<file path="src/rtl/bcd_pkg.sv">
// bcd_pkg -- shared definitions for the BCD-to-binary entry block.
//   BIN_W   : width of the binary accumulator and result
//   BCD_MAX : largest legal BCD digit value
//   MAX_VAL : largest value reachable with four digits
//   state_t : entry FSM states
//   is_bcd  : true when a 4-bit nibble is a legal decimal digit
package bcd_pkg;

  localparam int BIN_W   = 16;
  localparam int BCD_MAX = 9;
  localparam int MAX_VAL = 9999;

  typedef enum logic [1:0] {
    ST_IDLE  = 2'd0,  // no digits entered
    ST_ENTRY = 2'd1,  // some digits, room for more
    ST_FULL  = 2'd2,  // digit budget exhausted
    ST_DONE  = 2'd3   // result just published, accumulator empty
  } state_t;

  function automatic logic is_bcd(input logic [3:0] d);
    is_bcd = (d <= 4'(BCD_MAX));
  endfunction

endpackage

</file>
<file path="src/rtl/bcd_to_bin_mul10_add.sv">
// mul10_add -- combinational acc*10 + digit.
//   acc    : 16-bit running binary value
//   digit  : 4-bit decimal digit to append
//   result : 16-bit acc*10 + digit
// The multiply is built from two shifts so no multiplier is inferred.
module mul10_add
  import bcd_pkg::*;
(
  input  logic [BIN_W-1:0] acc,
  input  logic [3:0]       digit,
  output logic [BIN_W-1:0] result
);

  logic [BIN_W-1:0] times8_s;
  logic [BIN_W-1:0] times2_s;
  logic [BIN_W-1:0] digit_ext_s;

  assign times8_s    = acc << 3;
  assign times2_s    = acc << 1;
  assign digit_ext_s = {{(BIN_W-4){1'b0}}, digit};
  assign result      = times8_s + times2_s + digit_ext_s;

endmodule

</file>
<file path="src/rtl/bcd_to_bin.sv">
// bcd_to_bin -- accumulates decimal digits into a binary value.
//   clk, rst     : clock and synchronous active-high reset
//   digit_valid  : strobe offering 'digit'
//   digit        : BCD digit (10..15 are rejected)
//   commit       : publish accumulator to bin_out and restart
//   clear        : discard the entry in progress (beats commit/digit)
//   acc_out      : live value of digits entered so far
//   bin_out      : last committed value
//   result_valid : one-cycle pulse after a commit
//   digit_count  : digits currently held in acc_out
//   full         : digit_count has reached MAX_DIGITS
//   err          : one-cycle pulse after a rejected digit
module bcd_to_bin
  import bcd_pkg::*;
#(
  parameter int MAX_DIGITS = 4
)
(
  input  logic             clk,
  input  logic             rst,
  input  logic             digit_valid,
  input  logic [3:0]       digit,
  input  logic             commit,
  input  logic             clear,
  output logic [BIN_W-1:0] acc_out,
  output logic [BIN_W-1:0] bin_out,
  output logic             result_valid,
  output logic [2:0]       digit_count,
  output logic             full,
  output logic             err
);

  localparam logic [2:0] MAX_CNT = 3'(MAX_DIGITS);

  state_t           state_r, state_s;
  logic [BIN_W-1:0] acc_r, acc_s;
  logic [BIN_W-1:0] bin_r, bin_s;
  logic [2:0]       count_r, count_s;
  logic             rv_r, rv_s;
  logic             err_r, err_s;
  logic             full_r, full_s;

  logic             can_accept_s;
  logic             digit_ok_s;
  logic             digit_rej_s;
  logic [2:0]       count_inc_s;
  logic [BIN_W-1:0] mac_s;

  // In DONE the accumulator is already zero, so acc*10+digit starts a new number.
  mul10_add u_mul10_add (
    .acc    (acc_r),
    .digit  (digit),
    .result (mac_s)
  );

  assign count_inc_s = count_r + 3'd1;
  assign digit_ok_s  = digit_valid & is_bcd(digit) & can_accept_s;
  assign digit_rej_s = digit_valid & ~digit_ok_s;
  assign full_s      = (count_s == MAX_CNT);

  // Decide whether the current state still has room for a digit.
  always_comb begin
    can_accept_s = 1'b0;
    case (state_r)
      ST_IDLE, ST_ENTRY, ST_DONE: can_accept_s = 1'b1;
      ST_FULL:                    can_accept_s = 1'b0;
      default:                    can_accept_s = 1'b0;
    endcase
  end

  // Next-state and next-output logic; clear outranks commit, commit outranks digit-only.
  always_comb begin
    state_s = state_r;
    acc_s   = acc_r;
    bin_s   = bin_r;
    count_s = count_r;
    rv_s    = 1'b0;
    err_s   = 1'b0;
    if (clear) begin
      state_s = ST_IDLE;
      acc_s   = {BIN_W{1'b0}};
      count_s = 3'd0;
    end else if (commit) begin
      // A digit arriving with commit is folded in before publishing.
      if (digit_ok_s) begin
        bin_s = mac_s;
      end else begin
        bin_s = acc_r;
      end
      rv_s    = 1'b1;
      err_s   = digit_rej_s;
      state_s = ST_DONE;
      acc_s   = {BIN_W{1'b0}};
      count_s = 3'd0;
    end else if (digit_ok_s) begin
      acc_s   = mac_s;
      count_s = count_inc_s;
      if (count_inc_s == MAX_CNT) begin
        state_s = ST_FULL;
      end else begin
        state_s = ST_ENTRY;
      end
    end else if (digit_rej_s) begin
      err_s = 1'b1;
    end else begin
      state_s = state_r;
    end
  end

  // State and output registers with synchronous reset.
  always_ff @(posedge clk) begin
    if (rst) begin
      state_r <= ST_IDLE;
      acc_r   <= {BIN_W{1'b0}};
      bin_r   <= {BIN_W{1'b0}};
      count_r <= 3'd0;
      rv_r    <= 1'b0;
      err_r   <= 1'b0;
      full_r  <= 1'b0;
    end else begin
      state_r <= state_s;
      acc_r   <= acc_s;
      bin_r   <= bin_s;
      count_r <= count_s;
      rv_r    <= rv_s;
      err_r   <= err_s;
      full_r  <= full_s;
    end
  end

  assign acc_out      = acc_r;
  assign bin_out      = bin_r;
  assign result_valid = rv_r;
  assign digit_count  = count_r;
  assign full         = full_r;
  assign err          = err_r;

endmodule

</file>
<file path="config.mk">
export PLATFORM = sky130hd
export DESIGN_NAME = bcd_to_bin
export DESIGN_NICKNAME = d
export VERILOG_FILES = /design/src/rtl/bcd_pkg.sv /design/src/rtl/bcd_to_bin_mul10_add.sv /design/src/rtl/bcd_to_bin.sv
export SDC_FILE = /design/constraint.sdc
export NUM_CORES = 1
export LEC_CHECK = 0
export BUFFER_PORTS_ARGS = -buffer_cell sky130_fd_sc_hd__buf_2
export CAP_MARGIN = 20
export CORE_UTILIZATION = 25
export DETAILED_ROUTE_END_ITERATION = 10
export PLACE_DENSITY = 0.44
export SETUP_SLACK_MARGIN = 0.4
export SLEW_MARGIN = 20
export SYNTH_ARGS = -nofsm -noshare
export SYNTH_HDL_FRONTEND = slang
export SYNTH_HIERARCHICAL = 1
export SYNTH_SLANG_ARGS = --single-unit
</file>
<file path="constraint.sdc">
create_clock -name clk -period 3.4 [get_ports clk]
set_input_delay 0.34 -clock clk [delete_from_list [all_inputs] [get_ports clk]]
set_output_delay 0.34 -clock clk [all_outputs]
set_load 0.02 [all_outputs]
</file>
==> results by group, run 1 <==
Status
  • Status: complete, no violations

Global routing
  • Vias in the first global route: 2200
  • First-pass GRT wire length: around 12000 um
  • Largest net degree at the start of global routing: 23
  • Total gr overflow: 0
  • Tot GR Track Use: 0.146
  • Initial antenna violation count: 0

Pwr
  • Worst IR drop on VDD: between 0.0001 and 0.00015 V
  • PD cells: around 330 nW/um^2
  • Pleak: 0.00137 uW
  • Clock power share: 0.360
  • Internal power: 699 uW
  • Switching Fraction: 0.273
  • Sequential Power Share: 0.511
  • Sw Pwr: 262 uW
  • Combinational share of power: 0.129
  • Post-layout total power: just under 1000 uW

Routing
  • Vias per cell: 5.02
  • DRC viols: 0
  • Vias: around 2300
  • DRT iter0 DRCs: 68
  • Routed wire length: 7280 um
  • Final ANT Viol Nets: 0
  • Initial DRT Pass Iterations: 4
  • DR WL/cell: 16.1 um

Place
  • Placed cell area: 2820 sq um
  • Port Buffers: 46
  • DP Cell Count: around 450
  • GP Congestion: 0.754
  • Hpwl dp: 5220 um

Finish
  • Share of cells above drive strength 1: 0.213
  • Nets: 358
  • Design Area, Final: 2930 sq um
  • Layout Cells excl Fill: 452
  • Number of diodes: 0
  • Syn-to-layout area delta: 16.0%
  • Final Core Density: 0.300

Yosys
  • Distinct cells, synth: 49
  • Sequential share of the synthesized area: 0.317
  • #FFs+latches synth: 40
  • YS warnings: 6
  • Yosys top cell by area: dfxtp_1
  • Synth Net Count: ~320
  • Synth top area share: 0.317
  • Cell with the most instances after synthesis: dfxtp_1
  • Fraction of registers with async set/reset: 0
  • Cells after synthesis: approximately 290
  • Number of synthesized flops with an enable pin: 0
  • Synth area leaders: dfxtp_1, ha_1, o31ai_1
  • Synth cell count leaders: dfxtp_1, ha_1, a21oi_1, nor2_1, nand4_1
  • Main flop type after synthesis: dfxtp_1
  • Cell Area, Synth: roughly 2500 sq um
  • Avg Inst Size Synth: 8.85 sq um

Setup path
  • Most frequent CP cell: fa_1
  • Crit Path Class: reg2reg
  • CP Cell Sequence: inv_1 -> fa_1 -> fa_1 -> nor2b_1 -> o211a_1 -> o21ai_0 -> a21oi_2 -> xor2_1 -> nand4_1 -> a311oi_1
  • Worst Setup End Kind: register
  • CP max stage cell: fa_1
  • CP Data Arrival Time: 3.00 ns
  • Worst-path fanout max: 4
  • CP required: 3.60 ns
  • CP peak stage delay: ~0.48 ns
  • Setup crit start kind: register

Die
  • Die X: 102 um
  • Top Ports: 47
  • # rows: 36
  • DIE AREA: 10500 sq um
  • Core Region: 9770 sq um
  • Initial Util: 0.258
  • Die Ht: 102 um

STA
  • Tmin final: around 2.8 ns
  • Final Max Tran Viols: 0
  • Unrepaired setup endpoints after global routing: no
  • Final setup fails: 0
  • Worst Tran Pin Value: just under 1 ns
  • Crit share post-route: 0.822
  • Max transition margin: 0.342
  • Post-Route Setup TNS: 0 ns
  • Final-report hold violation count: 0
  • Skew final: 0.00285 ns
  • Max Fclk: around 360 MHz

CTS
  • Clk slew on worst S/H paths: 0.08 ns
  • CTS max path bufs: 2
  • Worst skew pair latency: 0.29 ns
  • CTS sink count: 40
  • CTS root buf: clkbuf_8
  • TritonCTS clock tree: built
  • # Post-CTS Setup Buffers: 0
  • Num CTS Buffers: 5
  • H-Tree Depth: 2
  • CTS Hold Buffers Added: 0

Flow run
  • Maxcap violations: 0

Min path
  • Min-Delay Path Class: in2reg
[registers in the layout, summed over array words and instances (netlist names)]
name / count
digit_count: 3
bin_out: 16
state_r: 2
err: 1
full: 1
result_valid: 1
acc_out: 16
[cell type report]
type | instances | area, sq um
inverters | 14 | 52.6
well taps | 133 | 166
fillers | 1062 | 6850
multi-input cells | 209 | 1560
repair buffers | 49 | 253
flip-flops and latches | 40 | 802
clock buffers | 7 | 96.3
[cells by family after synthesis]
| group | share of synthesized area |
|---|---|
| simple gates | 0.173 |
| compound gates | 0.247 |
| xor+xnor | 0.0382 |
| flops | 0.317 |
| buf+inv | 0.0694 |
| fa+ha+maj | 0.155 |
[metal layers]
metal,GRT usage,vias up,routed length (um)
met5,0,-,0
met4,0.0264,0,30
met3,0.0253,4,249
met2,0.245,49,3370
met1,0.198,1065,3630
li1,-,1152,-
[worst max-delay path: cells and delay by family, from the launching register on]
kind	cells	cell delay, ns
buffers and inverters	1	0.07
DFF	1	0.40
AOI/OAI and AO/OA	4	0.79
and+or+nand+nor	2	0.32
xor gates and xnor gates	1	0.18
adders and majority gates	2	0.95
[power by group through the flow]
| stage | Sequential [uW] | Combinational, uW | Clock, uW |
|---|---|---|---|
| 2_1_floorplan | 517 | 68.9 | 0 |
| 3_3_place_gp | 503 | 123 | 0 |
| 3_5_place_dp | 503 | 124 | 0 |
| 4_1_cts | 492 | 124 | 362 |
| 5_1_grt | 493 | 137 | 385 |
| 6_report | 491 | 124 | 346 |
[cell usage in the layout, fill, tap and decap left out, drive strengths merged, types with 2 or more instances in the layout]
cell type,Yosys,layout
buf,15,49
dfxtp,40,40
ha,28,28
a21oi,28,28
nor2,24,24
nand4,21,21
o31ai,19,19
a311oi,16,16
inv,14,14
nand2,8,8
clkbuf,7,7
xor2,7,7
nor2b,6,6
o21ai,6,6
nand3,5,5
xnor2,4,4
or3,3,3
o21a,2,2
o311a,2,2
a31oi,2,2
nor3b,2,2
or4,2,2
and3,2,2
fa,2,2
nor3,2,2
o211ai,2,2
[path summary, 6_finish.rpt]
check | startpoint | endpoint | slack (ns) | cells after the start
max | acc_out[2] | bin_out[10] | 0.60 | 10
min | clear | err | 0.28 | 2
max reg2reg | acc_out[2] | bin_out[10] | 0.60 | 10
min reg2reg | bin_out[11] | bin_out[11] | 0.50 | 2
[stage by stage]
step / setup WS (ns) / hold slack (ns)
floorplan: 0.688 / 0.419
global placement: 0.526 / 0.488
detailed placement: 0.497 / 0.491
CTS: 0.552 / 0.264
global route: 0.413 / 0.269
finish: 0.604 / 0.279
[timing repair]
action	4_1_cts	5_1_grt
hold endpoints to repair	0	0
gates resized for setup	0	3
setup endpoints to repair	0	3
(Power assumes the default switching activity.)
==> run 2, diff against run 1 <==
Settings changed: PLACE_DENSITY 0.44 to 0.46.
Clock period 3.4 ns to 2.4 ns, I/O delays scaled along.
==> run 2 against run 1 <==
The run now ends with negative setup slack left. Power is 41% higher. Combinational power is 55% higher. Fmax is 9.8% higher. Non-clock buffer count is 37 higher. Sequential share of layout area is 3.0 points lower. Final cell count is 8.4% higher. Sequential cell count stayed put. Clock power is 36% higher. Largest cell class unchanged. Clock skew is 0.0021 ns higher. Critical path depth stayed put. Via count is 8.9% higher.
==> results by group, run 2 (synthesis results as in run 1) <==
Status
  • Status: finished, violations left
  • Failing checks: negative setup slack

STA
  • Skew final: 0.00495 ns (+0.00211 ns)
  • Final Max Tran Viols: 0 (unchanged)
  • Crit share post-route: 1.06 (+0.239)
  • Max Fclk: 393 MHz (+9.8%)
  • Post-Route Setup TNS: -1.26 ns (-1.26 ns)
  • Final setup fails: 15 (+15)
  • WHS: 0.169 ns (-0.110 ns)
  • Tmin final: 2.55 ns (-0.250 ns)
  • Unrepaired setup endpoints after global routing: yes
  • Worst Tran Pin Value: 0.963 ns (-0.0243 ns)
  • Max transition margin: 0.358 (+0.0162)
  • Final-report hold violation count: 0 (unchanged)
  • Post-route setup slack: -0.146 ns (-0.750 ns)

CTS
  • CTS max path bufs: 2 (unchanged)
  • CTS sink count: 40 (unchanged)
  • CTS Hold Buffers Added: 0 (unchanged)
  • TritonCTS clock tree: built
  • CTS root buf: clkbuf_8
  • Clk slew on worst S/H paths: 0.08 ns (about the same)
  • Worst skew pair latency: 0.29 ns (about the same)
  • H-Tree Depth: 2 (unchanged)
  • Num CTS Buffers: 5 (unchanged)

Routing
  • Routed wire length: 7750 um (+6.4%)
  • Initial DRT Pass Iterations: 4 (unchanged)
  • DRC viols: 0 (unchanged)
  • Vias per cell: 5.04 (+0.45%)
  • Vias: 2472 (+8.9%)
  • Final ANT Viol Nets: 0 (unchanged)
  • DRT iter0 DRCs: 64 (-5.9%)
  • DR WL/cell: 15.8 um (-1.8%)

Place
  • Port Buffers: 46 (unchanged)
  • Hpwl dp: 5670 um (+8.7%)
  • Placed cell area: 3100 sq um (+9.8%)
  • GP Congestion: 0.832 (+10%)
  • Pre-CTS setup slack: -0.264 ns (-0.761 ns)

Setup path
  • CP peak stage delay: 0.52 ns (+0.04 ns)
  • Setup crit start kind: register
  • CP Cell Sequence: inv_2 -> fa_1 -> fa_2 -> nor2b_2 -> o211a_1 -> o221a_4 -> nand4bb_1 -> o2111ai_2 -> nand4_1 -> a311oi_1
  • CP Buf/Inv Count: 1 (unchanged)
  • Worst-path fanout max: 3 (-1)
  • Delay-heaviest family, CP: compound AO/OA/AOI/OAI gates
  • CP max stage cell: fa_1
  • CP required: 2.60 ns (-1.00 ns)
  • Worst Setup End Kind: register
  • CP Data Arrival Time: 2.75 ns (-0.25 ns)
  • Crit Path Class: reg2reg

Finish
  • Most frequent cells in the layout: buf_2, buf_4, dfxtp_1
  • Register area: 812 sq um (+1.2%)
  • Design Area, Final: 3330 sq um (+14%)
  • Syn-to-layout area delta: 32.1%
  • Number of diodes: 0 (unchanged)
  • Area of the multi-input gates: 1680 sq um (+7.6%)
  • FILL cells: 1062 (unchanged)
  • Nets: 395 (+10%)
  • Share of cells above drive strength 1: 0.375 (+0.162)
  • Most common cell after layout, fill and taps aside: buf_2

Die
  • DIE AREA: 10500 sq um (unchanged)
  • Top Ports: 47 (unchanged)
  • # rows: 36 (unchanged)
  • Initial Util: 0.258 (unchanged)
  • Die Ht: 102 um (unchanged)
  • Die X: 102 um (unchanged)
  • Core Region: 9770 sq um (unchanged)

Global routing
  • Initial antenna violation count: 0 (unchanged)
  • Total gr overflow: 0 (unchanged)
  • First-pass GRT wire length: 12600 um (+6.8%)
  • Largest net degree at the start of global routing: 23 (unchanged)
  • Tot GR Track Use: 0.156 (+0.00913)
  • Vias in the first global route: 2480 (+13%)

Flow run
  • Maxcap violations: 0 (unchanged)

Pwr
  • Pleak: 0.00159 uW (+16%)
  • PD cells: 407 nW/um^2 (+24%)
  • Worst IR drop on VDD: 0.000161 V (+26%)

Min path
  • Min-Delay Path Class: in2reg
run 2: stage by stage:
| stage | instances | util | power, uW |
|---|---|---|---|
| 5_1_grt | 490 | 0.341 | 1430 |
| 6_report | 490 | 0.341 | 1360 |
| 3_3_place_gp | 478 | 0.317 | 899 |
| 4_1_cts | 487 | 0.334 | 1380 |
| 2_1_floorplan | 285 | - | 830 |
| 3_5_place_dp | 478 | 0.317 | 900 |
run 2: final cells by class:
type                    instances  share of cell area
well taps                     133              0.0499
clock buffers                   6              0.0248
inverters                      14              0.0158
multi-input cells             209               0.503
repair buffers                 86               0.160
flip-flops and latches         40               0.244
clock inverters                 2             0.00300
run 2: worst paths after layout:
check / start / end / slack (ns) / depth (start not counted)
max reg2reg: acc_out[0] / bin_out[12] / -0.15 / 10
max: acc_out[0] / bin_out[12] / -0.15 / 10
min: clear / err / 0.17 / 2
min reg2reg: bin_out[13] / bin_out[13] / 0.50 / 2
run 2: timing repair:
item | CTS | global route
pin swaps | 6 | 10
setup buffers | 1 | 3
resized for setup | 12 | 11
setup endpoints to repair | 23 | 23
run 2: layer usage:
layer	GRT usage	part of all wire	wire [um]
met2	0.271	0.48	3700
met3	0.0294	0.040	307
met5	0	0	0
met4	0.0451	0.011	85
met1	0.194	0.47	3660
run 2: power by group:
part | switching, uW | internal, uW | leakage, uW | total, uW
Clock | 242 | 230 | 0.0000510 | 472
Combinational | 130 | 62.2 | 0.00121 | 192
Sequential | 11.9 | 682 | 0.000329 | 694
Total | 384 | 974 | 0.00159 | 1360
